--- src/rtl/up_apb3_slave.sv ---
// rtl/up_apb3_slave.sv - APB3 completer bridging single transfers onto the uP register req/ack handshake.
// Optional REQ timeout with slave error: UP_APB3_TIMEOUT_EN.
module up_apb3_slave #(
  parameter int ADDRESS_WIDTH = 16,
  parameter int BUS_WIDTH     = 4,
  localparam int DW  = BUS_WIDTH * 8,
  localparam int OFF = $clog2(BUS_WIDTH),
  localparam int AW  = ADDRESS_WIDTH - OFF
) (
  input  logic                     clk,
  input  logic                     rst,
  input  logic [ADDRESS_WIDTH-1:0] s_apb_paddr,
  input  logic                     s_apb_psel,
  input  logic                     s_apb_penable,
  output logic                     s_apb_pready,
  input  logic                     s_apb_pwrite,
  input  logic [DW-1:0]            s_apb_pwdata,
  output logic [DW-1:0]            s_apb_prdata,
  output logic                     s_apb_pslverror,
  output logic                     up_rreq,
  input  logic                     up_rack,
  output logic [AW-1:0]            up_raddr,
  input  logic [DW-1:0]            up_rdata,
  output logic                     up_wreq,
  input  logic                     up_wack,
  output logic [AW-1:0]            up_waddr,
  output logic [DW-1:0]            up_wdata
);

  typedef enum logic [1:0] {
    IDLE = 2'd0,
    REQ  = 2'd1,
    RESP = 2'd2
  } state_t;

  state_t           state;
  logic             dir_write;
  logic [AW-1:0]    word_addr;
  logic             ack_hit;
  logic             unused_paddr;

  // Byte-offset bits are dropped; the decoder only sees word addresses.
  assign word_addr    = s_apb_paddr[ADDRESS_WIDTH-1:OFF];
  assign unused_paddr = ^s_apb_paddr;
  assign ack_hit      = dir_write ? up_wack : up_rack;

`ifdef UP_APB3_TIMEOUT_EN
  logic [15:0] tmo_cnt;
`else
  assign s_apb_pslverror = 1'b0;
`endif

  always_ff @(posedge clk) begin
    if (!rst) begin
      state        <= IDLE;
      dir_write    <= 1'b0;
      s_apb_pready <= 1'b0;
      s_apb_prdata <= '0;
      up_rreq      <= 1'b0;
      up_wreq      <= 1'b0;
      up_raddr     <= '0;
      up_waddr     <= '0;
      up_wdata     <= '0;
`ifdef UP_APB3_TIMEOUT_EN
      s_apb_pslverror <= 1'b0;
      tmo_cnt         <= '0;
`endif
    end else begin
      case (state)
        IDLE: begin
          s_apb_pready <= 1'b0;
          if (s_apb_psel && !s_apb_penable) begin
            dir_write <= s_apb_pwrite;
            if (s_apb_pwrite) begin
              up_waddr <= word_addr;
              up_wdata <= s_apb_pwdata;
              up_wreq  <= 1'b1;
            end else begin
              up_raddr <= word_addr;
              up_rreq  <= 1'b1;
            end
`ifdef UP_APB3_TIMEOUT_EN
            tmo_cnt <= '0;
`endif
            state <= REQ;
          end
        end

        REQ: begin
          if (ack_hit) begin
            up_wreq      <= 1'b0;
            up_rreq      <= 1'b0;
            if (!dir_write) begin
              s_apb_prdata <= up_rdata;
            end
            s_apb_pready <= 1'b1;
            state        <= RESP;
          end
`ifdef UP_APB3_TIMEOUT_EN
          // 65535 REQ cycles without an ack: abandon the request with an error.
          else if (tmo_cnt == 16'hFFFE) begin
            up_wreq         <= 1'b0;
            up_rreq         <= 1'b0;
            s_apb_prdata    <= '0;
            s_apb_pready    <= 1'b1;
            s_apb_pslverror <= 1'b1;
            state           <= RESP;
          end else begin
            tmo_cnt <= tmo_cnt + 16'd1;
          end
`endif
        end

        RESP: begin
          s_apb_pready <= 1'b0;
`ifdef UP_APB3_TIMEOUT_EN
          s_apb_pslverror <= 1'b0;
`endif
          state <= IDLE;
        end

        default: begin
          s_apb_pready <= 1'b0;
          up_wreq      <= 1'b0;
          up_rreq      <= 1'b0;
          state        <= IDLE;
        end
      endcase
    end
  end

endmodule

--- config.mk ---
export PLATFORM = sky130hd
export DESIGN_NAME = up_apb3_slave
export DESIGN_NICKNAME = d
export VERILOG_FILES = /design/src/rtl/up_apb3_slave.sv
export SDC_FILE = /design/constraint.sdc
export NUM_CORES = 1
export LEC_CHECK = 0
export ABC_AREA = 0
export CAP_MARGIN = 0
export CORE_UTILIZATION = 30
export DETAILED_ROUTE_END_ITERATION = 8
export MAX_ROUTING_LAYER = met4
export PLACE_DENSITY = 0.62
export SYNTH_ARGS = -nofsm -noshare
export SYNTH_HDL_FRONTEND = slang
export SYNTH_SLANG_ARGS = --single-unit
--- constraint.sdc ---
create_clock -name clk -period 1.9 [get_ports clk]
set_clock_uncertainty 0.2 [all_clocks]
set_input_delay 0.285 -clock clk [delete_from_list [all_inputs] [get_ports clk]]
set_output_delay 0.285 -clock clk [all_outputs]
set_load 0.05 [all_outputs]
==> results.md <==
* Routed wire length at 9410 um
* 1st-pass router iterations at 4
* Post_cts resized at 0
* Psw at 0.00119 W
* Area share of the largest cell type after synthesis at 53.2%
* Final worst-path cycle share at 88.9%
* H-Tree Depth at 3
* Number of buffers created by CTS at 9
* Arr. time, crit path at 1.75 ns
* Clk buf depth at 2
* Fin. Hold Viols at 0
* Worst-path clk slew at 0.06 ns
* Hold slack at 0.121 ns
* Final Setup Violations at 0
* Root buffer cell: clkbuf_16
* Worst min path class: input pin to register
* Area grow syn2layout at 54.4%
* Logic pwr share at 15.8%
* Switching Share at 25.2%
* WP data required at 1.96 ns
* Nets at 672
* Avg WL per Cell at 12.8 um
* Origin of the critical flop-to-flop path: state[1]$_SDFFE_PN0P_
* FMAX at 0.592 GHz
* Top delay family on crit path: simple AND/OR/NAND/NOR gates
* Critical path's slowest cell: nor4b_4
* IO Count at 183
* Via count at 3,311
* RSZ-0062 raised after global routing: no
* FP Rows at 40
* WP depth at 4
* Port Buffers at 179
* Tot GR Track Use at 15.5%
* Post-Syn Instances at 414
* N_diodes at 0
* Status: finished clean
* Syn Std Cell Area at 0.00368 mm^2
* Area leader, netlist: dfxtp_1
* Minimum clock period at 1.69 ns
* Synthesized flop and latch total at 98
* Synth unique cells at 22
* Crit path max fanout at 15
* Clock sinks at 98
* Clk pwr share at 38.5%
* Vias/cell at 4.49
* Sequential Power Share at 45.7%
* Worst R2R Setup Slack at 0.21 ns
* Sequential fraction of the synthesis area at 53.2%
* Max-Cap Viols at 0
* Pwr/cell area at 831 mW/mm^2
* Die H at 113 um
* Max incr delay on CP at 0.38 ns
* Crit path capture type: register
* Worst-case vdd ir drop at 380 uV
* Initial drt markers at 168
* Share of layout cells above drive strength 1 at 21.2%
* Die width at 113 um
* Routability congestion estimate at 0.716
* DRC viols at 0
* DIE AREA at 0.0127 mm^2
* Total grt overflow at 0
* Pint at 0.00354 W
* Crit start category: register
* Ys Warns at 0
* Setup WS pre-CTS at -0.0921 ns
* Clk_lat worst skew at 0.33 ns
* Max-slew violations at 0
* Leakage power at 2.59 nW
* Number of hold buffers added after cts at 0
* Synth Net Count at 501
* Core area at 0.0120 mm^2
* Worst Reg2Reg Path Length in Cells at 4
* Avg Inst Size Synth at 8.90 um^2
* HP Start: rst
* CP cell instances: nor4b_4, nor2b_2, buf_12, mux2i_1
* Vias in the first global route at 3,148
* Worst Hold Depth at 2
* Buf/Inv on CP at 1
* Starting density of the core at 30.7%
* Post-route antenna net violation count at 0
* Top post-synthesis cells by area: dfxtp_1 (53%), nand2_1 (18%), mux2i_1 (17%), a21oi_1 (4.8%), clkbuf_1 (1.7%)
* Reg2reg end: up_raddr[7]$_SDFFE_PN0P_
* First-pass GRT wire length at 15,100 um
* CTS tree: yes
* Crit Path Class: register to register
* DPL Wire Length at 6650 um
* Largest net degree at the start of global routing at 50
* Antenna violations before repair at 0
* Postcts setup bufs at 0
* Min-Delay Endpoint: up_rreq$_SDFFE_PN0P_
* Setup WS post-layout at 0.211 ns
## state kept, by name (all words and copies together), names as in the netlist
signal,count
s_apb_prdata,32
state,2
dir_write,1
up_rreq,1
up_raddr,14
s_apb_pready,1
up_wdata,32
up_waddr,14
up_wreq,1
## cell type report
cell class / instances / area (um^2)
Fill cell: 1198 / 6320
Sequential cell: 98 / 1960
Timing Repair Buffer: 191 / 1680
Multi-Input combinational cell: 283 / 1560
Clock buffer: 14 / 264
Tap cell: 147 / 184
Clock inverter: 2 / 35.0
Inverter: 2 / 7.51
## worst register-to-register path, stage by stage (launching register included)
cell and delay [ns]:
dfxtp_1 0.37, nor4b_4 0.38, nor2b_2 0.25, buf_12 0.18, mux2i_1 0.23
## cells by family after synthesis
family | Yosys count | share of synthesized area, %
AO/OA/AOI/OAI | 37 | 5.16
buffers and inverters | 33 | 4.62
flip-flops | 98 | 53.2
multiplexers | 61 | 16.6
other | 1 | 0.102
AND/OR/NAND/NOR | 184 | 20.3
## stage by stage
| stage | total power [W] | cells | util [%] | setup TNS, ns | area, um^2 |
|---|---|---|---|---|---|
| 3_5_place_dp | 0.00296 | 721 | 44.9 | -0.927 | 5390 |
| 6_report | 0.00473 | 737 | 47.4 | 0 | 5690 |
| 5_1_grt | 0.00495 | 737 | 47.4 | 0 | 5690 |
| 2_1_floorplan | 0.00263 | 414 | - | 0 | 3680 |
| 4_1_cts | 0.00481 | 737 | 47.4 | 0 | 5690 |
| 3_3_place_gp | 0.00295 | 721 | 44.9 | -0.631 | 5390 |
## power groups by stage
stage	Combinational, W	Clock, W	Sequential [W]
after floorplan	0.000199	0	0.00243
after global placement	0.000746	0	0.00220
after detailed placement	0.000751	0	0.00221
after CTS	0.000754	0.00190	0.00216
after global routing	0.000794	0.00199	0.00217
final	0.000746	0.00182	0.00216
## worst max path at each step
stage                                from                        end  slack [ns]
floorplan           state[1]$_SDFFE_PN0P_  up_raddr[10]$_SDFFE_PN0P_        0.35
global placement            s_apb_penable   up_raddr[3]$_SDFFE_PN0P_       -0.05
detailed placement          s_apb_penable   up_raddr[0]$_SDFFE_PN0P_       -0.09
CTS                 state[1]$_SDFFE_PN0P_   up_raddr[7]$_SDFFE_PN0P_        0.19
global route        state[1]$_SDFFE_PN0P_   up_raddr[0]$_SDFFE_PN0P_        0.08
finish              state[1]$_SDFFE_PN0P_   up_raddr[7]$_SDFFE_PN0P_        0.21
## cell usage in the layout, fill, tap and decap left out, drive strengths merged
cell	n
bufinv	1
buf	108
and3b	1
and4bb	1
mux2i	61
nor4b	1
clkbuf	14
clkdlybuf4s50	83
nand2	172
nor2	2
a31oi	1
dfxtp	98
nand2b	2
inv	1
clkinv	2
nand4bb	1
conb	1
o31a	1
nor2b	3
nand3b	1
a21oi	35
## Yosys cell counts
| cell | n |
|---|---|
| nand2_1 | 172 |
| dfxtp_1 | 98 |
| mux2i_1 | 61 |
| a21oi_1 | 35 |
| clkbuf_1 | 17 |
| buf_2 | 7 |
| buf_6 | 4 |
| nor2b_1 | 3 |
| buf_4 | 2 |
| nand2b_1 | 2 |
| nor2_1 | 2 |
| a31oi_1 | 1 |
| and3b_1 | 1 |
| and4bb_2 | 1 |
| buf_1 | 1 |
| clkinv_1 | 1 |
| conb_1 | 1 |
| inv_1 | 1 |
| nand3b_1 | 1 |
| nand4bb_1 | 1 |
| nor4b_4 | 1 |
| o31a_1 | 1 |
## metal layers
metal | GRT usage, % | share of wire, %
met1 | 18.2 | 45
met5 | - | 0
met4 | 5.33 | 1.1
met3 | 4.71 | 6.1
met2 | 25.2 | 48
Note: power is estimated with default switching activity, not from simulation.
